===== config.mk =====
export PLATFORM = sky130hd
export DESIGN_NAME = fpu_issue_unit
export DESIGN_NICKNAME = d
export VERILOG_FILES = /design/src/rtl/fpu_issue_pkg.sv /design/src/rtl/fpu_issue_fifo.sv /design/src/rtl/fpu_issue_unit.sv
export SDC_FILE = /design/constraint.sdc
export NUM_CORES = 1
export LEC_CHECK = 0
export BUFFER_PORTS_ARGS = -buffer_cell sky130_fd_sc_hd__buf_2
export CAP_MARGIN = 20
export CELL_PAD_IN_SITES_DETAIL_PLACEMENT = 2
export CELL_PAD_IN_SITES_GLOBAL_PLACEMENT = 2
export CORE_MARGIN = 5
export CORE_UTILIZATION = 40
export CTS_BUF_LIST = sky130_fd_sc_hd__clkbuf_2 sky130_fd_sc_hd__clkbuf_4 sky130_fd_sc_hd__clkbuf_8
export DETAILED_ROUTE_END_ITERATION = 12
export GPL_TIMING_DRIVEN = 0
export PLACE_DENSITY = 0.82
export SLEW_MARGIN = 25
export SYNTH_ARGS = -nofsm -noshare
export SYNTH_HDL_FRONTEND = slang
export SYNTH_SLANG_ARGS = --single-unit

===== constraint.sdc =====
create_clock -name clk -period 8.8 [get_ports clk]
set_input_delay 1.76 -clock clk [delete_from_list [all_inputs] [get_ports clk]]
set_output_delay 1.76 -clock clk [all_outputs]
set_load 0.02 [all_outputs]

===== src/rtl/fpu_issue_pkg.sv =====
// Shared types and constants for the FPU issue stage: op record, funct5 encodings, default sizes.
package fpu_issue_pkg;

   localparam int DEF_QDEPTH       = 4;
   localparam int DEF_MAX_INFLIGHT = 8;
   localparam int DEF_TAG_W        = 5;
   // Widest tag the op record can carry; a larger TAG_W needs this widened.
   localparam int TAG_W_MAX        = DEF_TAG_W;

   localparam logic [4:0] FADD  = 5'b00000;
   localparam logic [4:0] FSUB  = 5'b00001;
   localparam logic [4:0] FMUL  = 5'b00010;
   localparam logic [4:0] FDIV  = 5'b00011;
   localparam logic [4:0] FSQRT = 5'b00100;

   typedef struct packed {
      logic [31:0]          x;
      logic [31:0]          y;
      logic [31:0]          z;
      logic [4:0]           funct5;
      logic [2:0]           rm;
      logic [TAG_W_MAX-1:0] rd;
   } fpu_op_t;

endpackage


===== src/rtl/fpu_issue_fifo.sv =====
// Generic synchronous FIFO with combinational head output; no bypass, so full only clears after a pop edge.
module fpu_issue_fifo #(
   parameter int WIDTH = 8,
   parameter int DEPTH = 4
) (
   input  logic             clk,
   input  logic             rst,
   input  logic             clr_i,
   input  logic             push_i,
   input  logic             pop_i,
   input  logic [WIDTH-1:0] din_i,
   output logic [WIDTH-1:0] dout_o,
   output logic             full_o,
   output logic             empty_o
);
   localparam int AW = $clog2(DEPTH);

   logic [WIDTH-1:0] mem_q [DEPTH];
   logic [AW:0]      wr_ptr_q, wr_ptr_d;
   logic [AW:0]      rd_ptr_q, rd_ptr_d;
   logic             push_ok, pop_ok;

   // Pointers carry one extra wrap bit to tell full from empty.
   assign empty_o = (wr_ptr_q == rd_ptr_q);
   assign full_o  = (wr_ptr_q[AW] != rd_ptr_q[AW]) && (wr_ptr_q[AW-1:0] == rd_ptr_q[AW-1:0]);
   assign push_ok = push_i && !full_o;
   assign pop_ok  = pop_i && !empty_o;
   assign dout_o  = mem_q[rd_ptr_q[AW-1:0]];

   always_comb begin
      wr_ptr_d = wr_ptr_q;
      rd_ptr_d = rd_ptr_q;
      if (push_ok) wr_ptr_d = wr_ptr_q + 1'b1;
      if (pop_ok)  rd_ptr_d = rd_ptr_q + 1'b1;
   end

   always_ff @(posedge clk) begin
      if (rst || clr_i) begin
         wr_ptr_q <= '0;
         rd_ptr_q <= '0;
      end else begin
         wr_ptr_q <= wr_ptr_d;
         rd_ptr_q <= rd_ptr_d;
      end
   end

   always_ff @(posedge clk) begin
      if (push_ok) mem_q[wr_ptr_q[AW-1:0]] <= din_i;
   end

endmodule


===== src/rtl/fpu_issue_unit.sv =====
// FPU issue stage: operand queue feeding fpu_pipe, in-order tag FIFO, registered writeback.
// Optional FPU_ISSUE_CHECK_EN enables the sticky err flag for orphan results and X funct5.
module fpu_issue_unit
   import fpu_issue_pkg::*;
#(
   parameter int QDEPTH       = DEF_QDEPTH,
   parameter int MAX_INFLIGHT = DEF_MAX_INFLIGHT,
   parameter int TAG_W        = DEF_TAG_W
) (
   input  logic             clk,
   input  logic             rst,
   input  logic             flush,
   input  logic             in_valid,
   output logic             in_ready,
   input  logic [31:0]      in_x,
   input  logic [31:0]      in_y,
   input  logic [31:0]      in_z,
   input  logic [4:0]       in_funct5,
   input  logic [2:0]       in_rm,
   input  logic [TAG_W-1:0] in_rd,
   output logic             fpu_en,
   output logic [31:0]      fpu_x,
   output logic [31:0]      fpu_y,
   output logic [31:0]      fpu_z,
   output logic [4:0]       fpu_funct5,
   output logic [2:0]       fpu_rm,
   input  logic [31:0]      fpu_res,
   input  logic             fpu_valid,
   output logic             wb_valid,
   output logic [TAG_W-1:0] wb_rd,
   output logic [31:0]      wb_data,
   output logic             busy,
   output logic             err
);
   localparam int CW = $clog2(MAX_INFLIGHT) + 1;

   fpu_op_t          in_op, head_op;
   logic             q_push, q_full, q_empty;
   logic             tag_full, tag_empty, tag_pop, orphan;
   logic [TAG_W-1:0] tag_head;
   logic [CW-1:0]    infl_q, infl_d;
   logic             wb_valid_q, wb_valid_d;
   logic [TAG_W-1:0] wb_rd_q, wb_rd_d;
   logic [31:0]      wb_data_q, wb_data_d;

   always_comb begin
      in_op        = '0;
      in_op.x      = in_x;
      in_op.y      = in_y;
      in_op.z      = in_z;
      in_op.funct5 = in_funct5;
      in_op.rm     = in_rm;
      in_op.rd     = TAG_W_MAX'(in_rd);
   end

   assign in_ready = !q_full;
   assign q_push   = in_valid && !q_full && !flush;
   assign fpu_en   = !q_empty && (infl_q < CW'(MAX_INFLIGHT)) && !tag_full && !flush;

   assign fpu_x      = q_empty ? '0 : head_op.x;
   assign fpu_y      = q_empty ? '0 : head_op.y;
   assign fpu_z      = q_empty ? '0 : head_op.z;
   assign fpu_funct5 = q_empty ? '0 : head_op.funct5;
   assign fpu_rm     = q_empty ? '0 : head_op.rm;

   assign tag_pop = fpu_valid && !tag_empty;
   assign orphan  = fpu_valid && tag_empty;

   fpu_issue_fifo #(.WIDTH($bits(fpu_op_t)), .DEPTH(QDEPTH)) u_op_q (
      .clk(clk), .rst(rst), .clr_i(flush), .push_i(q_push), .pop_i(fpu_en),
      .din_i(in_op), .dout_o(head_op), .full_o(q_full), .empty_o(q_empty)
   );

   fpu_issue_fifo #(.WIDTH(TAG_W), .DEPTH(MAX_INFLIGHT)) u_tag_q (
      .clk(clk), .rst(rst), .clr_i(1'b0), .push_i(fpu_en), .pop_i(tag_pop),
      .din_i(TAG_W'(head_op.rd)), .dout_o(tag_head), .full_o(tag_full), .empty_o(tag_empty)
   );

   always_comb begin
      wb_valid_d = 1'b0;
      wb_rd_d    = wb_rd_q;
      wb_data_d  = wb_data_q;
      infl_d     = infl_q;
      if (tag_pop) begin
         wb_valid_d = 1'b1;
         wb_rd_d    = tag_head;
         wb_data_d  = fpu_res;
      end
`ifndef FPU_ISSUE_CHECK_EN
      // Orphan results still write back, with a zero tag.
      if (orphan) begin
         wb_valid_d = 1'b1;
         wb_rd_d    = '0;
         wb_data_d  = fpu_res;
      end
`endif
      case ({fpu_en, tag_pop})
         2'b10:   infl_d = infl_q + 1'b1;
         2'b01:   infl_d = infl_q - 1'b1;
         default: infl_d = infl_q;
      endcase
   end

   always_ff @(posedge clk) begin
      if (rst) begin
         infl_q     <= '0;
         wb_valid_q <= 1'b0;
         wb_rd_q    <= '0;
         wb_data_q  <= '0;
      end else begin
         infl_q     <= infl_d;
         wb_valid_q <= wb_valid_d;
         wb_rd_q    <= wb_rd_d;
         wb_data_q  <= wb_data_d;
      end
   end

`ifdef FPU_ISSUE_CHECK_EN
   logic err_q, err_d;
   logic funct5_unknown;
`ifndef SYNTHESIS
   assign funct5_unknown = $isunknown(in_funct5);
`else
   assign funct5_unknown = 1'b0;
`endif
   always_comb begin
      err_d = err_q;
      if (orphan || (in_valid && funct5_unknown)) err_d = 1'b1;
   end
   always_ff @(posedge clk) begin
      if (rst) err_q <= 1'b0;
      else     err_q <= err_d;
   end
   assign err = err_q;
`else
   assign err = 1'b0;
`endif

   assign wb_valid = wb_valid_q;
   assign wb_rd    = wb_rd_q;
   assign wb_data  = wb_data_q;
   assign busy     = !q_empty || (infl_q != '0);

endmodule


==> impl_metrics.ini, run 1 <==
[outcome]
status = completed

[drt]
drtIter0Drc = 564
wirelength_mm = 56.61
dr.pass1.iters = 5
ant_nets = 0
avgViaCountPerCell = 5.157
drc = 0
via_count = 11220
post_drt_wl_per_cell_um = 26.03

[sta]
setup_tns_ns = 0
drv_slew = 0
slew_headroom_pct = 27.42
rsz0062_at_grt = false
hold-worst-slack_ns = 0.4866
period_needed_ns = 5.058
setup_violations = 0
clock.fmax_mhz = 197.7
finalCritPeriodShare_pct = 57.47
hold_viol = 0
fin_skew_ns = 0.02670
worst_pin_slew_ns = 1.086

[pwr]
swShare_pct = 23.64
p_per_area_mw_per_mm2 = 221.0
power_leakage_nw = 8.817
switchingPower_mw = 1.305
power_frac_clock_pct = 41.8
peakVddDrop_v = 0.0001755
p_comb_share_pct = 6.8
seqPwrFrac_pct = 51.3
power.total_mw = 5.522
p_int_mw = 4.217

[run]
maxCapViolCount = 0

[clocking]
cts_setup_buffers = 0
cts_sinks = 534
cts_resized = 0
clockBufferDepth = 3
holdBufCountCts = 0
cts_root_buffer = clkbuf_8
ctsHtreeMaxLevel = 3
cts_tree = done
cts_inserted_buffers = 91
insertion_delay_ns = 0.69
clk_pin_slew_ns = 0.06

[floorplan]
chipWidth_um = 236.5
start_util_pct = 40.16
coreArea_mm2 = 0.05109
die_area_mm2 = 0.05592
std_cell_rows = 83
die_y_um = 236.5
num_io_pins = 292

[setup_path]
required_ns = 7.04
r2r_cells = 12
crit_type = register to output port
crit_fanout = 10
startpoint_type = register
worstPathArrival_ns = 3.30
end_kind = output port

[global_routing]
grt_overflow = 0
grt_max_degree = 43
grt_pass1_wl_mm = 83.95
antenna_found_initial = 14
grt_usage_pct = 20.08
grt_pass1_vias = 12740

[place]
io_buffer_count = 288
place_area_mm2 = 0.02310
hpwl_mm = 38.18
gp_congestion = 0.7650

[synth]
syn_area_mm2 = 0.02052
yosys_warnings = 0
post_synth.cell_area_avg_um2 = 20.06
ys_seq_area_share_pct = 75.33
ys_ff_latch = 534
syn_nets = 1178
synth_cells = 1023
synth_cell_types = 48

[layout]
area_growth_pct = 21.79
nNetsFinal = 1572
final_layout_size_suffix_gt1_share_pct = 40.99
multi_input_area_mm2 = 0.004790
regArea_mm2 = 0.01545
nFillCells = 4654
final_area_mm2 = 0.02499

[worst_hold_path]
hold_path_class = register to register
whs_path_depth = 2
power by group through the flow:
stage | logic, mW | clock network [mW] | registers [mW]
final | 0.377 | 2.31 | 2.84
after floorplan | 0.198 | 0 | 2.90
after global placement | 0.350 | 0 | 2.89
after detailed placement | 0.381 | 0 | 2.89
after CTS | 0.386 | 2.38 | 2.84
after global routing | 0.408 | 2.51 | 2.84
per-layer routing:
layer / GRT usage, % / share of wire (%) / routed length (um)
met1: 23.30 / 38 / 21370
met2: 35.03 / 52 / 29490
met3: 7.396 / 7.4 / 4189
met4: 6.000 / 2.5 / 1419
met5: 0 / 0.26 / 145
synthesized netlist by cell type, drive strengths merged:
cell type | count | area, um2
edfxtp | 476 | 14290
ha | 9 | 112.6
o21ai | 3 | 15.01
inv | 6 | 22.52
nor2 | 57 | 214.0
or3 | 1 | 6.260
o221ai | 1 | 8.760
nand2 | 12 | 47.55
nand2b | 2 | 12.51
conb | 1 | 3.750
o41a | 1 | 11.26
nor4 | 4 | 31.28
and2 | 4 | 25.02
or2 | 2 | 12.51
nor2b | 104 | 650.6
nand3 | 6 | 42.54
a21o | 1 | 7.510
nand4 | 3 | 18.77
nand3b | 1 | 7.510
clkbuf | 24 | 90.09
nor4b | 3 | 26.28
a311oi | 1 | 8.760
a2111oi | 2 | 36.29
a211oi | 7 | 52.55
o31a | 1 | 17.52
o22ai | 1 | 6.260
buf | 34 | 188.9
mux2i | 40 | 400.4
nor3b | 2 | 15.01
o21bai | 2 | 15.01
dfxtp | 58 | 1161
xnor2 | 10 | 87.58
xor2 | 13 | 121.4
mux4 | 119 | 2680
nor3 | 6 | 35.03
and3 | 1 | 6.260
a21oi | 5 | 25.02
logic make-up after synthesis:
group	share of synthesized area [%]
AOI/OAI and AO/OA	0.9940
xor gates and xnor gates	1.018
adders and majority gates	0.5489
buffers and inverters	1.470
DFF	75.33
muxes	15.01
other	0.01828
and+or+nand+nor	5.610
registers in the layout, indices dropped and copies added, names as in the netlist, 4 cells and up, named ones only:
register          count
wb_data              32
infl_q                4
u_tag_q.mem_q        40
u_tag_q.rd_ptr_q      4
u_op_q.mem_q        436
wb_rd                 5
u_tag_q.wr_ptr_q      4
per-stage QoR:
| step | setup WS (ns) | utilization, % | instances |
|---|---|---|---|
| floorplan | 3.609 | - | 1023 |
| global placement | 1.171 | 44.64 | 1991 |
| detailed placement | 4.208 | 45.21 | 2003 |
| CTS | 3.536 | 48.87 | 2172 |
| global route | 3.472 | 48.90 | 2174 |
| finish | 3.742 | 48.91 | 2175 |
worst max-delay path, stage by stage, from the launching register on:
cell and delay [ns]:
dfxtp_1 0.48, xor2_1 0.16, nor3_2 0.60, clkbuf_1 0.67
buf_2 0.39, nor2b_1 0.12, buf_2 0.18
final cells by class:
type	count	share of cell area [%]
Clock buffer	112	5.718
Buffer	58	1.117
Inverter	6	0.09013
Sequential cell	534	61.85
Antenna cell	2	0.02003
Multi-Input combinational cell	425	19.17
Tap cell	680	3.405
Timing Repair Buffer	301	6.870
Clock inverter	57	1.763
worst paths after layout:
| check | start | endpoint | slack [ns] |
|---|---|---|---|
| worst min register to register | wb_data[22]$_SDFFE_PP0P_ | wb_data[22]$_SDFFE_PP0P_ | 0.49 |
| worst max-delay path | u_op_q.wr_ptr_q[1]$_SDFFE_PP0P_ | fpu_z[3] | 3.74 |
| worst min-delay path | wb_data[22]$_SDFFE_PP0P_ | wb_data[22]$_SDFFE_PP0P_ | 0.49 |
| worst max register to register | u_tag_q.wr_ptr_q[0]$_SDFFE_PP0P_ | infl_q[2]$_SDFFE_PP0P_ | 5.79 |
placed cells by master (no fill, tap or decap), types with 4 or more instances in the layout:
master / instances
nor3_1: 5
clkbuf_1: 24
bufinv_16: 6
buf_16: 4
mux2i_1: 40
xor2_1: 12
clkbuf_8: 94
nand3_1: 5
buf_2: 313
buf_12: 8
a21oi_1: 5
buf_4: 4
inv_1: 5
ha_1: 9
mux4_2: 119
nor2_1: 57
nor2b_1: 104
edfxtp_1: 476
clkinv_2: 18
clkbuf_4: 18
xnor2_1: 10
dfxtp_1: 58
clkinv_1: 25
and2_4: 4
a211oi_1: 7
nand2_1: 11
inv_6: 4
Note: power is estimated with default switching activity, not from simulation.
==> inputs of run 2 (changes only) <==
--- a/config.mk
+++ b/config.mk
@@ -14,7 +14,7 @@
 export CTS_BUF_LIST = sky130_fd_sc_hd__clkbuf_2 sky130_fd_sc_hd__clkbuf_4 sky130_fd_sc_hd__clkbuf_8
 export DETAILED_ROUTE_END_ITERATION = 12
 export GPL_TIMING_DRIVEN = 0
-export PLACE_DENSITY = 0.82
+export PLACE_DENSITY = 0.85
 export SLEW_MARGIN = 25
 export SYNTH_ARGS = -nofsm -noshare
 export SYNTH_HDL_FRONTEND = slang
==> constraint.sdc (replaced) <==
create_clock -name clk -period 4.5 [get_ports clk]
set_input_delay 0.9 -clock clk [delete_from_list [all_inputs] [get_ports clk]]
set_output_delay 0.9 -clock clk [all_outputs]
set_load 0.02 [all_outputs]
==> run 2 against run 1 <==
Compared with the run above:
- critical path depth unchanged
- register-to-register slack got worse by 4.5 ns
- clock-buffer cell count grew 13
- clock power grew 77%
- worst hold slack lost 0.063 ns
- critical path type unchanged
- critical endpoint is now fpu_z[8]
- largest power group unchanged
==> impl_metrics.ini, run 2 (same netlist as run 1, synthesis figures left out) <==
[sta]
hold-worst-slack_ns = 0.4231
setup_tns_ns = 0
period_needed_ns = 4.162
slew_headroom_pct = 33.85
fin_skew_ns = 0.02777
setup_violations = 0
rsz0062_at_grt = false
drv_slew = 0
hold_viol = 0
finalCritPeriodShare_pct = 92.48
setup_slack_ns = 0.3384
clock.fmax_mhz = 240.3
worst_pin_slew_ns = 0.9901

[global_routing]
busiest_layer = met2
gr-usage-met1_pct = 23.15
antenna_found_initial = 18
grt_usage_pct = 20.12
grt_pass1_vias = 12910
grt_max_degree = 40
met3_usage_pct = 6.744
grt_overflow = 0
grt_pass1_wl_mm = 84.17
met2_usage_pct = 36.03

[setup_path]
end_kind = output port
worstPathArrival_ns = 3.26
crit_type = register to output port
crit_fanout = 10
required_ns = 3.60
startpoint_type = register
r2r_slack_ns = 1.33

[layout]
regArea_mm2 = 0.01545
nNetsFinal = 1567
multi_input_area_mm2 = 0.004790
postLayoutCoreUtil_pct = 48.49
largest_register_ffs = 436
layout_common_cells = 476 x edfxtp_1, 313 x buf_2, 119 x mux4_2
layout_commonest_cell = edfxtp_1
nFillCells = 4656
final_layout_size_suffix_gt1_share_pct = 40.77
area_growth_pct = 20.75

[drt]
drtIter0Drc = 715
wirelength_mm = 56.68
drc = 0
avgViaCountPerCell = 5.153
via_count = 11160
ant_nets = 0
post_drt_wl_per_cell_um = 26.18
dr.pass1.iters = 4

[clocking]
holdBufCountCts = 0
cts_inserted_buffers = 89
clk_pin_slew_ns = 0.06
cts_sinks = 534
ctsHtreeMaxLevel = 3
cts_setup_buffers = 0
cts_tree = done
cts_resized = 0
insertion_delay_ns = 0.68
cts_root_buffer = clkbuf_8
clockBufferDepth = 3

[pwr]
p_comb_share_pct = 7.1
power_leakage_nw = 8.698
power.total_mw = 10.37
swShare_pct = 23.50
peakVddDrop_v = 0.0003299
power_frac_clock_pct = 39.4
seqPwrFrac_pct = 53.5
p_int_mw = 7.933
switchingPower_mw = 2.437
p_per_area_mw_per_mm2 = 418.6

[outcome]
status = completed

[floorplan]
num_io_pins = 292
start_util_pct = 40.16
chipWidth_um = 236.5
die_area_mm2 = 0.05592
die_y_um = 236.5
coreArea_mm2 = 0.05109
std_cell_rows = 83

[place]
io_buffer_count = 288
gp_congestion = 0.7817
post-place-ws_ns = 0.9919
hpwl_mm = 38.58

[worst_hold_path]
hold_path_class = primary input to register

[run]
maxCapViolCount = 0
==> run 2: metrics by stage <==
step           instance area [um2]  std cells
5_1_grt                      24770       2162
3_3_place_gp                 22810       1991
3_5_place_dp                 23070       2001
4_1_cts                      24750       2159
2_1_floorplan                20520       1023
6_report                     24780       2165
==> run 2: path summary, 6_finish.rpt <==
| kind | from | to | cells after the start |
|---|---|---|---|
| setup / recovery | u_op_q.wr_ptr_q[1]$_SDFFE_PP0P_ | fpu_z[8] | 6 |
| hold / removal | in_z[2] | u_op_q.mem_q[0][15]$_DFFE_PP_ | 1 |
| setup reg to reg | u_tag_q.wr_ptr_q[0]$_SDFFE_PP0P_ | infl_q[3]$_SDFFE_PP0P_ | 11 |
| hold reg to reg | wb_data[5]$_SDFFE_PP0P_ | wb_data[5]$_SDFFE_PP0P_ | 2 |
==> run 2: layout make-up <==
class / count / area share [%]
Sequential cell: 534 / 62.38
Multi-Input combinational cell: 425 / 19.33
Timing Repair Buffer: 298 / 6.808
Clock buffer: 125 / 6.035
Tap cell: 680 / 3.434
Buffer: 58 / 1.126
Clock inverter: 33 / 0.7323
Inverter: 6 / 0.09090
Antenna cell: 6 / 0.06060
==> run 2: worst max-delay path, stage by stage, from the launching register on <==
cell      delay, ns
dfxtp_1        0.46
xor2_1         0.16
nor3_2         0.48
clkbuf_1       0.72
buf_2          0.40
nor2b_1        0.15
buf_2          0.19
==> run 2: power groups by stage <==
stage / Combinational, mW / Sequential (mW) / Clock (mW)
detailed placement: 0.746 / 5.65 / 0
floorplan: 0.387 / 5.66 / 0
finish: 0.739 / 5.55 / 4.08
global route: 0.797 / 5.55 / 4.48
CTS: 0.755 / 5.55 / 4.23
global placement: 0.681 / 5.65 / 0
==> run 2: routing by layer <==
metal	wire [um]	up-vias
li1	-	4851
met1	21120	5819
met2	30050	349
met3	4034	117
met4	1335	20
met5	136	-
==> inputs of run 3 (changes only) <==
--- a/config.mk
+++ b/config.mk
@@ -10,12 +10,13 @@
 export CELL_PAD_IN_SITES_DETAIL_PLACEMENT = 2
 export CELL_PAD_IN_SITES_GLOBAL_PLACEMENT = 2
 export CORE_MARGIN = 5
-export CORE_UTILIZATION = 40
+export CORE_UTILIZATION = 29
 export CTS_BUF_LIST = sky130_fd_sc_hd__clkbuf_2 sky130_fd_sc_hd__clkbuf_4 sky130_fd_sc_hd__clkbuf_8
 export DETAILED_ROUTE_END_ITERATION = 12
 export GPL_TIMING_DRIVEN = 0
-export PLACE_DENSITY = 0.85
+export PLACE_DENSITY = 0.67
 export SLEW_MARGIN = 25
 export SYNTH_ARGS = -nofsm -noshare
 export SYNTH_HDL_FRONTEND = slang
+export SYNTH_HIERARCHICAL = 1
 export SYNTH_SLANG_ARGS = --single-unit
==> run 3 against run 2 <==
Compared with the run above:
- clock power is 11% higher
- die area rose by 38%
- area after synthesis up 1.7%
- fmax fell by 0.10%
==> impl_metrics.ini, run 3 <==
[outcome]
status = completed

[synth]
ys.flop_type = edfxtp_1
ys_seq_area_share_pct = 74.32
synth_edf_count = 476
ys_ff_latch = 537
synth_cells = 1059
synthTopCellsByCount = 476 x edfxtp_1, 119 x mux4_2, 107 x nor2b_1
synth_top_area_share_pct = 68.47
post_synth.cell_area_avg_um2 = 19.71
synthTopCellsByArea = edfxtp_1 68%, mux4_2 13%, dfxtp_1 5.8%
yosysTopAreaCell = edfxtp_1
synth_cell_types = 47
yosys_warnings = 6
async_flop_share_pct = 0
syn_area_mm2 = 0.02088
synth.most_common_cell = edfxtp_1

[pwr]
power.total_mw = 10.51
p_per_area_mw_per_mm2 = 404.0
power_leakage_nw = 9.058
power_frac_clock_pct = 42.9
seqPwrFrac_pct = 52.7
switchingPower_mw = 2.364
p_int_mw = 8.142
swShare_pct = 22.50
peakVddDrop_v = 0.0002811
p_comb_share_pct = 4.4

[global_routing]
grt_overflow = 0
antenna_found_initial = 16
grt_pass1_wl_mm = 82.99
grt_usage_pct = 14.05
grt_pass1_vias = 13050
grt_max_degree = 41

[clocking]
clk_pin_slew_ns = 0.06
cts_inserted_buffers = 96
cts_sinks = 537
cts_tree = done
holdBufCountCts = 0
clockBufferDepth = 3
insertion_delay_ns = 0.67
ctsHtreeMaxLevel = 3
cts_root_buffer = clkbuf_8

[setup_path]
slowest_delay_ns = 0.42
startpoint_type = register
r2r_slack_ns = 0.64
end_kind = output port
path_delay_family = buffers and inverters
required_ns = 3.60
crit_type = register to output port
r2r_cells = 6
crit_buf_inv = 3
crit_fanout = 10
crit_chain = xnor2_2 > nand2_1 > nor2_4 > clkbuf_4 > clkbuf_2 > nor2b_1 > buf_2
crit_path_start = u_op_q/wr_ptr_q[0]$_SDFFE_PP0P_
timing.rr.end = u_tag_q/mem_q[3][3]$_DFFE_PP_
worstPathArrival_ns = 3.27
r2r_start = u_op_q/wr_ptr_q[2]$_SDFFE_PP0P_
crit_slowest_cell = dfxtp_1

[worst_hold_path]
hp-start = in_x[2]
hold_path_class = primary input to register
holdPathEnd = u_op_q/mem_q[1][79]$_DFFE_PP_
whs_path_depth = 1

[sta]
period_needed_ns = 4.166
finalCritPeriodShare_pct = 92.58
fin_skew_ns = 0.03798
clock.fmax_mhz = 240.0
slew_headroom_pct = 27.10
worst_pin_slew_ns = 1.091
drv_slew = 0
hold-worst-slack_ns = 0.4272
rsz0062_at_grt = false
setup_violations = 0
hold_viol = 0

[place]
io_buffer_count = 289
gp_congestion = 0.7295
place_area_mm2 = 0.02403
hpwl_mm = 37.47

[layout]
layout_common_cells = 476 x edfxtp_1, 310 x buf_2, 119 x mux4_2
postLayoutCoreUtil_pct = 36.38
final_layout_size_suffix_gt1_share_pct = 41.48
layout_commonest_cell = edfxtp_1
area_growth_pct = 24.57
nNetsFinal = 1621
final_area_mm2 = 0.02600
largest_register_ffs = 436

[drt]
ant_nets = 0
wirelength_mm = 55.44
post_drt_wl_per_cell_um = 22.15
avgViaCountPerCell = 4.525
drc = 0
via_count = 11330
drtIter0Drc = 580
dr.pass1.iters = 4

[floorplan]
coreArea_mm2 = 0.07149
start_util_pct = 29.20
chipWidth_um = 278.3
die_y_um = 278.3
std_cell_rows = 98
num_io_pins = 292
die_area_mm2 = 0.07745

[run]
maxCapViolCount = 0
-- run 3: cell families after synthesis --
kind of cell | count (synthesis) | synth area share, %
multiplexers | 169 | 15.29
AND/OR/NAND/NOR | 228 | 6.317
adder cells (fa/ha/maj) | 10 | 0.5994
flip-flops | 537 | 74.32
buffers and inverters | 60 | 1.379
XOR/XNOR | 17 | 0.8032
AO/OA/AOI/OAI | 37 | 1.271
other | 1 | 0.01796
-- run 3: final cells by class --
cell class / count / area [um2]
fill: 7073 / 45480
sequential: 537 / 15510
multi-input combinational: 464 / 5161
timing repair buffer: 306 / 1907
clock buffer: 131 / 1609
tap: 950 / 1189
clock inverter: 45 / 299.0
buffer: 56 / 284.0
antenna: 10 / 25.02
inverter: 4 / 15.01
-- run 3: per-stage QoR --
step	TNS, ns	setup WS (ns)	instances
6_report	0	0.3341	2503
3_5_place_dp	0	0.1286	2317
5_1_grt	0	0.05610	2494
2_1_floorplan	0	0.5697	1061
4_1_cts	0	0.05036	2493
3_3_place_gp	-423.10	-1.809	2300
-- run 3: worst max-delay path by stage --
stage	end	depth (start not counted)
after floorplan	u_op_q/mem_q[3][0]$_DFFE_PP_	6
after global placement	u_op_q/mem_q[3][65]$_DFFE_PP_	6
after detailed placement	fpu_y[25]	7
after CTS	fpu_x[29]	7
after global routing	fpu_z[6]	7
final	fpu_y[25]	7
-- run 3: repair_timing --
action / in CTS / in global routing
resized for setup: 9 / 3
endpoints found under the setup margin: 100 / 52
setup buffers: 0 / 0
pin swaps: 0 / 0
-- run 3: worst register-to-register path: stages, from the launching register on --
cell      delay [ns]
dfxtp_1         0.44
xor2_1          0.70
nor2_4          0.21
or4_1           0.52
inv_1           0.45
nand3b_1        0.22
nor3b_1         0.91
-- run 3: routing by layer --
metal	track usage (%)	share of wire [%]	wire (um)
met1	16.75	40	22210
met2	23.89	50	27470
met3	5.427	8.0	4459
met4	3.892	2.3	1250
met5	0	0.11	59
-- run 3: power by group through the flow --
stage	sequential (mW)	clock (mW)	combinational (mW)
after global routing	5.54	4.98	0.510
after global placement	5.64	0	0.441
final	5.53	4.51	0.466
after detailed placement	5.64	0	0.477
after floorplan	5.65	0	0.208
after CTS	5.53	4.73	0.480
